File: src/rtl/jtag_drv.sv
// rtl/jtag_drv.sv - JTAG initiator driving TCK/TMS/TDI and capturing TDO for TAP reset, IR and DR scans
//
// Ports:
//   clk, rst_n           system clock, synchronous active-low reset
//   i_cmd_valid          command valid; o_cmd_ready accepts it (valid && ready)
//   i_cmd_rst            1 = TAP reset command (overrides i_cmd_ir)
//   i_cmd_ir             1 = IR scan, 0 = DR scan
//   i_cmd_len            scan length in bits (clamped to MAX_LEN)
//   i_cmd_data           TDI bits, bit 0 shifted first
//   o_rsp_valid          one-cycle completion pulse
//   o_rsp_data           captured TDO bits, bit 0 captured first; held until next accept
//   o_busy               high while a command is in flight, including the response cycle
//   o_tck, o_tms, o_tdi  JTAG outputs
//   i_tdo                JTAG TDO

module jtag_drv #(
    parameter int MAX_LEN = 256,
    parameter int LEN_W   = 9,
    parameter int DIV     = 4
) (
    input  logic               clk,
    input  logic               rst_n,
    input  logic               i_cmd_valid,
    output logic               o_cmd_ready,
    input  logic               i_cmd_rst,
    input  logic               i_cmd_ir,
    input  logic [LEN_W-1:0]   i_cmd_len,
    input  logic [MAX_LEN-1:0] i_cmd_data,
    output logic               o_rsp_valid,
    output logic [MAX_LEN-1:0] o_rsp_data,
    output logic               o_busy,
    output logic               o_tck,
    output logic               o_tms,
    output logic               o_tdi,
    input  logic               i_tdo
);

    // TCK index counter needs room for MAX_LEN plus the longest pre/post overhead.
    localparam int CNT_W = LEN_W + 1;
    localparam int DIV_W = (DIV > 1) ? $clog2(DIV) : 1;

    localparam logic [LEN_W-1:0] MAX_LEN_L = LEN_W'(MAX_LEN);
    localparam logic [DIV_W-1:0] DIV_LAST  = DIV_W'(DIV - 1);

    typedef enum logic [1:0] {
        S_IDLE,
        S_RUN,
        S_RESP
    } state_t;

    state_t             state_q, state_d;
    logic               tck_q, tck_d;
    logic               tms_q, tms_d;
    logic               tdi_q, tdi_d;
    logic [DIV_W-1:0]   div_q, div_d;
    logic [CNT_W-1:0]   idx_q, idx_d;       // index of the current TCK within the command
    logic [CNT_W-1:0]   last_q, last_d;     // index of the final TCK
    logic [LEN_W-1:0]   len_q, len_d;
    logic               rst_cmd_q, rst_cmd_d;
    logic               ir_q, ir_d;
    logic [MAX_LEN-1:0] data_q, data_d;
    logic [MAX_LEN-1:0] rsp_q, rsp_d;

    logic               accept;
    logic [LEN_W-1:0]   len_clamp;

    // TMS/TDI generator. It is evaluated for TCK 0 of the incoming command
    // while idle, and for the next TCK of the latched command while running,
    // so the same rules drive both the entry value and every falling edge.
    logic               g_rst;
    logic               g_ir;
    logic [CNT_W-1:0]   g_len;
    logic [MAX_LEN-1:0] g_data;
    logic [CNT_W-1:0]   g_idx;
    logic [CNT_W-1:0]   g_pre;
    logic [CNT_W-1:0]   g_k;
    logic               g_in_shift;
    logic               g_tms;
    logic               g_tdi;

    // Capture position for the TCK currently in progress.
    logic [CNT_W-1:0]   c_pre;
    logic [CNT_W-1:0]   c_k;
    logic               c_in_shift;

    assign accept    = i_cmd_valid && (state_q == S_IDLE);
    assign len_clamp = (i_cmd_len > MAX_LEN_L) ? MAX_LEN_L : i_cmd_len;

    always_comb begin
        if (state_q == S_IDLE) begin
            g_rst  = i_cmd_rst;
            g_ir   = i_cmd_ir;
            g_len  = {1'b0, len_clamp};
            g_data = i_cmd_data;
            g_idx  = '0;
        end else begin
            g_rst  = rst_cmd_q;
            g_ir   = ir_q;
            g_len  = {1'b0, len_q};
            g_data = data_q;
            g_idx  = idx_q + CNT_W'(1);
        end

        // DR scan: 1,0,0 reaches Shift-DR; IR scan: 1,1,0,0 reaches Shift-IR.
        g_pre      = g_ir ? CNT_W'(4) : CNT_W'(3);
        g_k        = g_idx - g_pre;
        g_in_shift = !g_rst && (g_idx >= g_pre) && (g_idx < g_pre + g_len);

        if (g_rst) begin
            g_tms = (g_idx < CNT_W'(5));
        end else if (g_idx < g_pre) begin
            g_tms = g_ir ? (g_idx < CNT_W'(2)) : (g_idx == '0);
        end else if (g_in_shift) begin
            g_tms = (g_k == g_len - CNT_W'(1));
        end else begin
            // Post sequence: 1 (Update) then 0 (Run-Test/Idle).
            g_tms = (g_idx == g_pre + g_len);
        end

        g_tdi = g_in_shift && (|(g_data & (MAX_LEN'(1) << g_k)));
    end

    always_comb begin
        c_pre      = ir_q ? CNT_W'(4) : CNT_W'(3);
        c_k        = idx_q - c_pre;
        c_in_shift = !rst_cmd_q && (idx_q >= c_pre) && (idx_q < c_pre + {1'b0, len_q});
    end

    always_comb begin
        state_d   = state_q;
        tck_d     = tck_q;
        tms_d     = tms_q;
        tdi_d     = tdi_q;
        div_d     = div_q;
        idx_d     = idx_q;
        last_d    = last_q;
        len_d     = len_q;
        rst_cmd_d = rst_cmd_q;
        ir_d      = ir_q;
        data_d    = data_q;
        rsp_d     = rsp_q;

        case (state_q)
            S_IDLE: begin
                if (accept) begin
                    rst_cmd_d = i_cmd_rst;
                    ir_d      = i_cmd_ir;
                    len_d     = len_clamp;
                    data_d    = i_cmd_data;
                    rsp_d     = '0;
                    idx_d     = '0;
                    div_d     = '0;
                    tck_d     = 1'b0;
                    last_d    = g_rst ? CNT_W'(5) : (g_pre + g_len + CNT_W'(1));
                    if (!i_cmd_rst && (len_clamp == '0)) begin
                        // Empty scan: no TCK at all, respond immediately.
                        state_d = S_RESP;
                    end else begin
                        state_d = S_RUN;
                        tms_d   = g_tms;
                        tdi_d   = g_tdi;
                    end
                end
            end

            S_RUN: begin
                // First high cycle of TCK: TDO is stable since the TAP's
                // previous falling edge.
                if (tck_q && (div_q == '0) && c_in_shift) begin
                    rsp_d = rsp_q | (MAX_LEN'(i_tdo) << c_k);
                end

                if (div_q == DIV_LAST) begin
                    div_d = '0;
                    tck_d = ~tck_q;
                    if (tck_q) begin
                        if (idx_q == last_q) begin
                            // Final TMS is 0 and TDI is 0 already; hold them.
                            state_d = S_RESP;
                        end else begin
                            idx_d = idx_q + CNT_W'(1);
                            tms_d = g_tms;
                            tdi_d = g_tdi;
                        end
                    end
                end else begin
                    div_d = div_q + DIV_W'(1);
                end
            end

            S_RESP: begin
                state_d = S_IDLE;
            end

            default: begin
                state_d = S_IDLE;
            end
        endcase
    end

    always_ff @(posedge clk) begin
        if (!rst_n) begin
            state_q   <= S_IDLE;
            tck_q     <= 1'b0;
            tms_q     <= 1'b1;
            tdi_q     <= 1'b0;
            div_q     <= '0;
            idx_q     <= '0;
            last_q    <= '0;
            len_q     <= '0;
            rst_cmd_q <= 1'b0;
            ir_q      <= 1'b0;
            data_q    <= '0;
            rsp_q     <= '0;
        end else begin
            state_q   <= state_d;
            tck_q     <= tck_d;
            tms_q     <= tms_d;
            tdi_q     <= tdi_d;
            div_q     <= div_d;
            idx_q     <= idx_d;
            last_q    <= last_d;
            len_q     <= len_d;
            rst_cmd_q <= rst_cmd_d;
            ir_q      <= ir_d;
            data_q    <= data_d;
            rsp_q     <= rsp_d;
        end
    end

    assign o_cmd_ready = (state_q == S_IDLE);
    assign o_busy      = (state_q != S_IDLE);
    assign o_rsp_valid = (state_q == S_RESP);
    assign o_rsp_data  = rsp_q;
    assign o_tck       = tck_q;
    assign o_tms       = tms_q;
    assign o_tdi       = tdi_q;

endmodule

File: config.mk
export PLATFORM = sky130hd
export DESIGN_NAME = jtag_drv
export DESIGN_NICKNAME = d
export VERILOG_FILES = /design/src/rtl/jtag_drv.sv
export SDC_FILE = /design/constraint.sdc
export NUM_CORES = 2
export LEC_CHECK = 0
export ABC_AREA = 0
export BUFFER_PORTS_ARGS = -buffer_cell sky130_fd_sc_hd__clkbuf_2
export CORE_MARGIN = 2
export CORE_UTILIZATION = 52
export CTS_CLUSTER_DIAMETER = 80
export DETAILED_ROUTE_END_ITERATION = 7
export GPL_ROUTABILITY_DRIVEN = 0
export PLACE_DENSITY_LB_ADDON = 0.12
export SYNTH_ARGS = -nofsm -noshare
export SYNTH_HDL_FRONTEND = slang
export SYNTH_SLANG_ARGS = --single-unit
File: constraint.sdc
create_clock -name clk -period 13.9 [get_ports clk]
set_input_delay 0.695 -clock clk [delete_from_list [all_inputs] [get_ports clk]]
set_output_delay 0.695 -clock clk [all_outputs]
set_load 0.01 [all_outputs]
==> summary.txt <==
Clock network
  • Post-CTS Resized: 0
  • Clock tree sinks: 550
  • Clock root buffer: clkbuf_16
  • CTS buffer count: 57
  • Htree depth: 2
  • Maximum clock path buffer count: 3
  • CTS tree: done
  • Clock-pin slew on the worst setup and hold paths: 70 ps
  • # Post-CTS Setup Buffers: 0
  • Clk Latency, worst-skew pair: 650 ps
  • Hold buffers post-CTS: 0

Logic synthesis
  • Ys Warns: 0
  • Mean post-synth cell area: 8.17 µm²
  • Synthesized flop and latch total: 550
  • Post-Synthesis Cells: 3343
  • Number of synthesized flops with an enable pin: 0
  • Syn_nets: 3653
  • Async SR Flop Fraction: 0%
  • Syn Std Cell Area: 27300 µm²
  • Sequential fraction of the synthesis area: 40.3%
  • Synth cell types: 106
  • Synth Flop Type: dfxtp_1

Die
  • Core Region: 51600 µm²
  • Die W: 233 µm
  • Initial core utilization: 52.9%
  • # IOs: 533
  • # rows: 83
  • Die Area: 54400 µm²
  • Die height: 233 µm

Worst setup path
  • CP required: 14400 ps
  • Worst R2R Setup Slack: 7440 ps
  • CP peak stage delay: 870 ps
  • WP data arrival: 6960 ps
  • Worst R2R Path Depth: 16
  • WS Path Type: register to register
  • Worst R2R End: o_tdi
  • Nature of the critical path endpoint: register
  • Levels on crit path: 16
  • CP Cell Sequence: or2_4, inv_8, nand2_1, nand2_1, inv_1, ha_1, fa_1, a31oi_1, o32a_1, a31oi_1, a22oi_1, o21ai_0, o41ai_1, nand4_1, nor4_1, a211oi_1
  • WP buf/inv: 2
  • Critical Path Sink: o_tdi
  • Reg-to-Reg Start: state_q[1]
  • Startpoint types: register
  • Crit-path slowest cell: o32a_1
  • Critical path fanouts, max: 89
  • Family with the most delay on the worst path: compound AO/OA/AOI/OAI gates
  • CP startpoint: state_q[1]

STA
  • Final setup fails: 0
  • Clock Skew: 22.0 ps
  • Worst-Margin Slew: 1420 ps
  • Final period utilization: 46.5%
  • Max frequency: 0.155 GHz
  • RSZ-0062 raised after global routing: false
  • Fin crit period: 6460 ps
  • Final Max Tran Viols: 0
  • Fin. Hold Viols: 0
  • Setup TNS Final: 0 ps
  • Rel. slew slack: 4.69%

GRT
  • Initial antenna violation count: 10
  • Vias in the first global route: 25400
  • First-pass GRT wire length: 153 mm
  • Gr usage total: 36.5%
  • Grt ovf: 0
  • Largest net degree at the start of global routing: 131

Final layout
  • Share of cells above drive strength 1: 19.6%
  • Filler cells: 4524
  • Final Util: 62.5%
  • Area delta synth->final: 18.1%
  • Layout Nets: 4022

Run
  • Max cap viols: 0

Hold path
  • Worst min path class: primary input to register

Power and ir drop
  • Max IR drop VDD: 0.0984 mV
  • Overall power: 4000 µW
  • Static leakage: 0.0134 µW
  • Cell Pwr Density: 124 nW/µm²

Route
  • Routed vias: 27452
  • Post-route DRC violation count: 0
  • Vias per Instance: 6.17
  • Routed len/inst: 23.3 µm
  • DRT Wirelength: 104 mm
  • Initial detailed-routing violation count: 3356
  • Final ANT Viol Nets: 0
  • DR pass1 iterations: 8

Outcome
  • Status: completed

Placement
  • Dpl hpwl: 75.8 mm
  • Count of input and output buffers: 532
[metrics by stage]
stage	std cells	worst slack, ps	cell area (µm²)	hold WS (ps)
2_1_floorplan	3343	8530	27300	440
3_3_place_gp	4333	7940	30100	432
3_5_place_dp	4333	7760	30100	442
4_1_cts	4439	7760	32200	278
5_1_grt	4448	7300	32300	298
6_report	4449	7440	32300	292
[worst register-to-register path, stage by stage (launching register included)]
cell and delay [ps]:
dfxtp_1 460, or2_4 530, inv_8 590, nand2_1 130, nand2_1 140, inv_1 150
ha_1 260, fa_1 590, a31oi_1 460, o32a_1 870, a31oi_1 340, a22oi_1 300
o21ai_0 130, o41ai_1 550, nand4_1 160, nor4_1 570, a211oi_1 100
[power by group]
part           switching [µW]  total (µW)  internal [µW]
sequential               27.8        1650           1630
clock                     681        1700           1020
combinational             440         642            202
total                    1150        4000           2850
[cells in the mapped netlist (all sizes together), types with 12 or more instances]
cell     count  share of area [%]
nand2b      14               0.32
xor2        29               0.96
a21boi     279                7.7
ha          35                1.6
a21oi      110                2.1
a31oi       13               0.38
nand4       21               0.48
inv         32               0.45
nor2b       28               0.64
a21o        21               0.58
a22oi       12               0.35
mux2i      167                6.2
nor2       100                1.4
nand3       27               0.57
o32ai       16               0.54
nand2      959                 13
dfxtp      550                 40
nor4        28               0.72
buf         66                1.3
a211oi      13               0.42
a32o        48                1.8
xnor2       36                1.2
o21ai      182                3.4
clkbuf     186                2.6
a2111oi     14               0.56
o22ai       42               0.96
nor3        74                1.4
a22o        81                2.6
[placed cells by master, fill, tap and decap left out, types with 23 or more instances in the layout]
cell | synthesis | layout
a21boi_0 | 275 | 275
a21oi_1 | 107 | 107
a22o_1 | 81 | 81
a32o_1 | 48 | 48
buf_4 | 5 | 29
clkbuf_16 | 0 | 57
clkbuf_2 | 0 | 531
dfxtp_1 | 550 | 550
ha_1 | 35 | 35
inv_1 | 27 | 27
mux2i_1 | 165 | 165
nand2_1 | 956 | 955
nand3_1 | 23 | 23
nor2_1 | 99 | 99
nor2b_1 | 28 | 28
nor3_1 | 73 | 73
nor4_1 | 26 | 26
o21ai_0 | 173 | 173
o22ai_1 | 42 | 42
xnor2_1 | 35 | 34
xor2_1 | 28 | 27
[state kept, by name, indices dropped and copies added, names as in the netlist, 2 cells and up]
signal / count
data_q: 256
div_q: 2
idx_q: 10
last_q: 10
len_q: 9
o_rsp_data: 256
state_q: 2
[worst min path at each step]
| stage | startpoint | end | slack, ps | cells past startpoint |
|---|---|---|---|---|
| 2_1_floorplan | data_q[108] | data_q[108] | 440 | 2 |
| 3_3_place_gp | o_rsp_data[126] | o_rsp_data[126] | 430 | 2 |
| 3_5_place_dp | o_rsp_data[238] | o_rsp_data[238] | 440 | 2 |
| 6_report | i_cmd_data[72] | data_q[72] | 290 | 3 |
| 5_1_grt | i_cmd_data[30] | data_q[30] | 300 | 3 |
| 4_1_cts | i_cmd_data[93] | data_q[93] | 280 | 3 |
[metal layers]
metal	track usage, %	routed length (µm)
met5	0	55
met4	21.6	7200
met3	8.96	10400
met2	59.4	47600
met1	43.6	38600
[cell type report]
type                            count  area, µm²  area share, %
Tap cell                          680        851           2.64
Sequential cell                   550      11000           34.1
Inverter                           32        130          0.403
Timing Repair Buffer              562       2910           9.01
Clock buffer                       79       1650           5.11
Antenna cell                       10       25.0         0.0776
Clock inverter                     27        475           1.47
Multi-Input combinational cell   2509      15200           47.2
[cell families after synthesis]
logic type               after synthesis  share of synthesized area [%]
AO/OA/AOI/OAI                        922                           24.4
multiplexers                         173                           6.62
XOR/XNOR                              67                           2.31
AND/OR/NAND/NOR                     1308                           20.2
adder cells (fa/ha/maj)               39                           1.90
flip-flops                           550                           40.3
buffers and inverters                284                           4.26
No activity file was read; power rests on OpenSTA's default activity.
